`config.mk`:
```
export PLATFORM = sky130hd
export DESIGN_NAME = dm_cmd_arbiter
export DESIGN_NICKNAME = d
export VERILOG_FILES = /design/src/rtl/dm_cmd_arbiter.sv
export SDC_FILE = /design/constraint.sdc
export NUM_CORES = 1
export LEC_CHECK = 0
export ABC_AREA = 1
export ABC_CLOCK_PERIOD_IN_PS = 2200
export CORE_AREA = 2 2 180 182
export DETAILED_ROUTE_END_ITERATION = 7
export DIE_AREA = 0 0 182 184
export GPL_ROUTABILITY_DRIVEN = 0
export PLACE_DENSITY = 0.66
export SETUP_SLACK_MARGIN = 0.2
export SYNTH_ARGS = -nofsm -noshare
export SYNTH_HDL_FRONTEND = slang
export SYNTH_SLANG_ARGS = --single-unit
```
`constraint.sdc`:
```
create_clock -name clk -period 2.2 [get_ports clk]
set_clock_uncertainty 0.05 [all_clocks]
set_input_delay 0.33 -clock clk [delete_from_list [all_inputs] [get_ports clk]]
set_output_delay 0.33 -clock clk [all_outputs]
set_load 0.01 [all_outputs]
```
`src/rtl/dm_cmd_arbiter.sv`:
```
// dm_cmd_arbiter: round-robin sharing of one DataMover command channel with completion routing and timeout
module dm_cmd_arbiter #(
  parameter int NUM_REQ = 3,
  parameter int ADDR_WIDTH = 32,
  parameter int TIMEOUT_CYCLES = 65536
) (
  input  logic                          clk,
  input  logic                          rst,
  input  logic [NUM_REQ-1:0]            req_valid,
  output logic [NUM_REQ-1:0]            req_ready,
  input  logic [NUM_REQ*ADDR_WIDTH-1:0] req_src_addr,
  input  logic [NUM_REQ*ADDR_WIDTH-1:0] req_dst_addr,
  input  logic [NUM_REQ*32-1:0]         req_btt,
  input  logic [NUM_REQ-1:0]            req_is_read,
  output logic [NUM_REQ-1:0]            req_done,
  output logic [NUM_REQ-1:0]            req_err,
  input  logic                          cmd_ready,
  output logic                          cmd_start,
  output logic [ADDR_WIDTH-1:0]         cmd_src_addr,
  output logic [ADDR_WIDTH-1:0]         cmd_dst_addr,
  output logic [31:0]                   cmd_btt,
  output logic                          cmd_is_read,
  input  logic                          read_complete,
  input  logic                          write_complete,
  output logic                          busy,
  output logic [2:0]                    grant_id,
  output logic [31:0]                   cmd_count,
  output logic [15:0]                   err_count
);
  localparam int IW = $clog2(NUM_REQ);
  typedef enum logic [1:0] {IDLE, ISSUE, WAIT_CPL, ZERO_DONE} state_t;
  state_t state, state_d;
  logic [IW-1:0] rr_ptr, gnt_idx, owner;
  logic hs, cpl, tmo;
  logic [31:0] timer;
  // Scanning downward lets the lowest rotated offset (closest to rr_ptr) win.
  always_comb begin
    gnt_idx = '0;
    for (int k = NUM_REQ - 1; k >= 0; k--)
      if (req_valid[IW'((int'(rr_ptr) + k) % NUM_REQ)]) gnt_idx = IW'((int'(rr_ptr) + k) % NUM_REQ);
  end
  assign hs = state == IDLE && |req_valid;
  assign req_ready = hs ? NUM_REQ'(1) << gnt_idx : '0;
  assign cpl = cmd_is_read ? read_complete : write_complete;
  assign tmo = TIMEOUT_CYCLES != 0 && timer == 32'(TIMEOUT_CYCLES - 1);
  assign busy = state != IDLE;
  assign grant_id = 3'(owner);
  always_comb begin
    state_d = state;
    case (state)
      IDLE:     state_d = hs ? (req_btt[gnt_idx*32 +: 32] == '0 ? ZERO_DONE : ISSUE) : IDLE;
      ISSUE:    state_d = cmd_ready ? WAIT_CPL : ISSUE;
      WAIT_CPL: state_d = (cpl || tmo) ? IDLE : WAIT_CPL;
      default:  state_d = IDLE;
    endcase
  end
  always_ff @(posedge clk) begin
    if (rst) begin
      state <= IDLE;
      rr_ptr <= '0;
      owner <= '0;
      timer <= '0;
      cmd_start <= 1'b0;
      req_done <= '0;
      req_err <= '0;
      cmd_src_addr <= '0;
      cmd_dst_addr <= '0;
      cmd_btt <= '0;
      cmd_is_read <= 1'b1;
      cmd_count <= '0;
      err_count <= '0;
    end else begin
      state <= state_d;
      cmd_start <= state == ISSUE && cmd_ready;
      timer <= state == WAIT_CPL ? timer + 32'd1 : '0;
      req_done <= (state == ZERO_DONE || (state == WAIT_CPL && cpl)) ? NUM_REQ'(1) << owner : '0;
      req_err <= (state == WAIT_CPL && !cpl && tmo) ? NUM_REQ'(1) << owner : '0;
      if (hs) begin
        cmd_src_addr <= req_src_addr[gnt_idx*ADDR_WIDTH +: ADDR_WIDTH];
        cmd_dst_addr <= req_dst_addr[gnt_idx*ADDR_WIDTH +: ADDR_WIDTH];
        cmd_btt <= req_btt[gnt_idx*32 +: 32];
        cmd_is_read <= req_is_read[gnt_idx];
        owner <= gnt_idx;
        rr_ptr <= gnt_idx == IW'(NUM_REQ - 1) ? '0 : gnt_idx + 1'b1;
      end
      if (state == ISSUE && cmd_ready) cmd_count <= cmd_count + 32'd1;
      if (state == WAIT_CPL && !cpl && tmo && err_count != 16'hFFFF) err_count <= err_count + 16'd1;
    end
  end
endmodule
```
==> results.ini <==
[timing]
worst_slack_ns=-0.4054
finalCritPeriodShare_pct=118.4
rsz0062_at_grt=true
hold_violations=0
maxSlewViolCount=0
period_needed_ns=2.605
setup_viol=83
max_freq_mhz=383.8

[setup_path]
crit_slowest_cell=dfxtp_2
crit_arrival_ns=2.93
critPathLaunchType=flip-flop
cpPeakStageDelay_ns=0.35
r2r-end=state[1]
cp_cell_sequence=inv_2 -> ha_4 -> inv_4 -> nand2_2 -> nand2_2 -> nand2_2 -> nand2_2 -> nand2_4 -> nand2_8 -> buf_12 -> buf_12 -> clkbuf_16 -> nand3_1 -> nand2_1 -> nor2_2 -> nand2_1 -> nor2_1 -> nand2_1 -> nor2_1 -> nand2_1 -> a21oi_1
critPathKind=flip-flop to flip-flop
crit_path_end_kind=flip-flop
startpoint=rr_ptr[0]
timing.rr.start=rr_ptr[0]
path_max_fanout=5
ff2ff_path_depth=21
required_ns=2.52
r2r_setup_slack_ns=-0.41

[die]
design.die.area_um2=33490
coreArea_um2=31390
die_h_um=184
num_io_pins=458
rows=65
die_x_um=182
initial_core_util_pct=31.43

[yosys]
synth_area_leaders=dfxtp_1 39%, nand2_1 13%, o21ai_0 6.3%, inv_1 5.9%, nor2_1 5.4%
ys_seq_area_share_pct=38.55
syn_area_per_cell_um2=6.933
synth_top_area_share_pct=38.55
synth_top_family_by_area=simple AND/OR/NAND/NOR gates
synthMuxAreaShare_pct=0.1141
syn_inst=1423
synth-compound-area-share_pct=19.73
yosysMostFrequentCell=nand2_1
yosysUniqueCellTypes=49
yosys.area.top_type=dfxtp_1
synth_common_cells=330 x nand2_1, 190 x dfxtp_1, 156 x inv_1
synth_enable_flop_cells=0
synth-simple-area-share_pct=29.96
syn-num-nets=1728
async_flop_share_pct=0
synthesis.area_um2=9866
ys_ff_latch=190
synthFlopType=dfxtp_1
yosysWarnings=0
synth_xor_xnor_area_share_pct=1.243
synthAdderAreaFrac_pct=0.7609

[cts]
cts_max_path_buffers=2
htree_levels=4
clkLatencyLatePin_ns=0.44
clk_transition_reported_paths_ns=0.08
cts_root_buf=clkbuf_16
cts_buffers=17
cts_sinks=190
cts_tree=built

[layout]
drive_above_1_share_pct=28.28
nets=2322
fin_area_um2=18870
syn_to_final_growth_pct=91.31

[outcome]
status=finished with violations
violations=negative setup slack

[global_routing]
grt-ovfl-total=0
grt_max_degree=95
track_usage_pct=24.86
antenna_found_initial=5
grt_pass1_vias=11780
grt_pass1_wl_um=64940

[power]
p_leak_nw=7.430
power.density_nw_per_um2=1041
vdd_drop_max_mv=0.5978

[hold_path]
worstHoldStart=timer[0]
whs_path_depth=1
hold_class=flip-flop to flip-flop
whs_endpoint=timer[0]

[routing]
drcViolationCount=0
ant_nets=0
drtIter0Drc=772
via_per_inst=5.098
wl_per_cell_um=18.76
first_pass_iters=6
vias=12420
drt-total-wl_um=45710

[placement]
hpwl_um=32300
dpl_cell_area_um2=15810
portBuffers=456
post-place-ws_ns=-0.5867

[flow_run]
drv_cap=0

## metrics by stage
stage               setup TNS, ns  instances  total power, mW  utilization [%]  hold slack (ns)
floorplan                       0       1423            7.963                -           0.3735
global placement           -29.83       2343            11.99            50.36           0.3819
detailed placement         -34.23       2343            12.06            50.36           0.3881
CTS                        -6.686       2400            17.42            56.00           0.3996
global route               -25.16       2436            20.54            60.12           0.4203
finish                     -15.84       2436            19.64            60.12           0.4002
## sequential cells by signal (all words and copies together), names as in the netlist, 2 cells and up
signal and cells:
req_err 3, req_done 3, state 2, err_count 16, cmd_btt 32, cmd_dst_addr 32
owner 2, timer 32, cmd_src_addr 32, rr_ptr 2, cmd_count 32
## power breakdown
part | internal (mW) | switching [mW] | total, mW
sequential | 3.95 | 0.323 | 4.27
combinational | 6.25 | 5.81 | 12.1
clock | 1.65 | 1.66 | 3.31
## worst max-delay path: cells and delay by family, from the launching register on
kind	cells	cell delay (ns)
AND/OR/NAND/NOR	14	1.19
buffers and inverters	5	0.53
flip-flops	1	0.35
adder cells (fa/ha/maj)	1	0.29
AO/OA/AOI/OAI	1	0.11
## cell usage in the layout (no fill, tap or decap), types with 27 or more instances in the layout
master / count
a21oi_1: 62
a22oi_2: 33
a31o_2: 27
a41oi_2: 29
buf_4: 117
clkdlybuf4s50_1: 453
dfxtp_1: 178
inv_1: 139
nand2_1: 267
nand2_2: 47
nand3_1: 32
nand4_1: 31
nor2_1: 85
nor2_2: 47
nor3_1: 36
o21ai_0: 115
## worst max path at each step
stage / to / slack, ns / depth (start not counted)
2_1_floorplan: state[1] / 0.05 / 21
3_3_place_gp: state[1] / -0.52 / 18
3_5_place_dp: state[1] / -0.59 / 18
4_1_cts: state[1] / -0.23 / 21
5_1_grt: state[1] / -0.49 / 21
6_report: state[1] / -0.41 / 21
## logic make-up after synthesis
group,after synthesis
adders and majority gates,6
and+or+nand+nor,653
DFF,190
buffers and inverters,241
xor gates and xnor gates,14
AOI/OAI and AO/OA,317
muxes,1
other,1
## area by class of cell
cell class	instances	area, µm²
Clock inverter	15	198.9
Fill cell	2651	12520
Tap cell	402	503.0
Clock buffer	17	425.4
Antenna cell	4	10.01
Timing Repair Buffer	649	6793
Sequential cell	190	3826
Inverter	167	686.9
Multi-Input combinational cell	992	6431
## what timing repair did
action | 4_1_cts | 5_1_grt
cloned | 7 | 8
hold buffers | 0 | 0
setup endpoints to repair | 131 | 147
pin swaps | 58 | 71
gates resized for setup | 209 | 223
setup buffers | 18 | 24
## per-layer routing
| metal | track usage, % | routed length (µm) | vias up |
|---|---|---|---|
| li1 | - | - | 5947 |
| met4 | 9.258 | 1601 | 2 |
| met1 | 28.04 | 17260 | 5857 |
| met2 | 45.30 | 23670 | 504 |
| met3 | 6.082 | 3160 | 109 |
| met5 | 0 | 16 | - |
(Power assumes the default switching activity.)
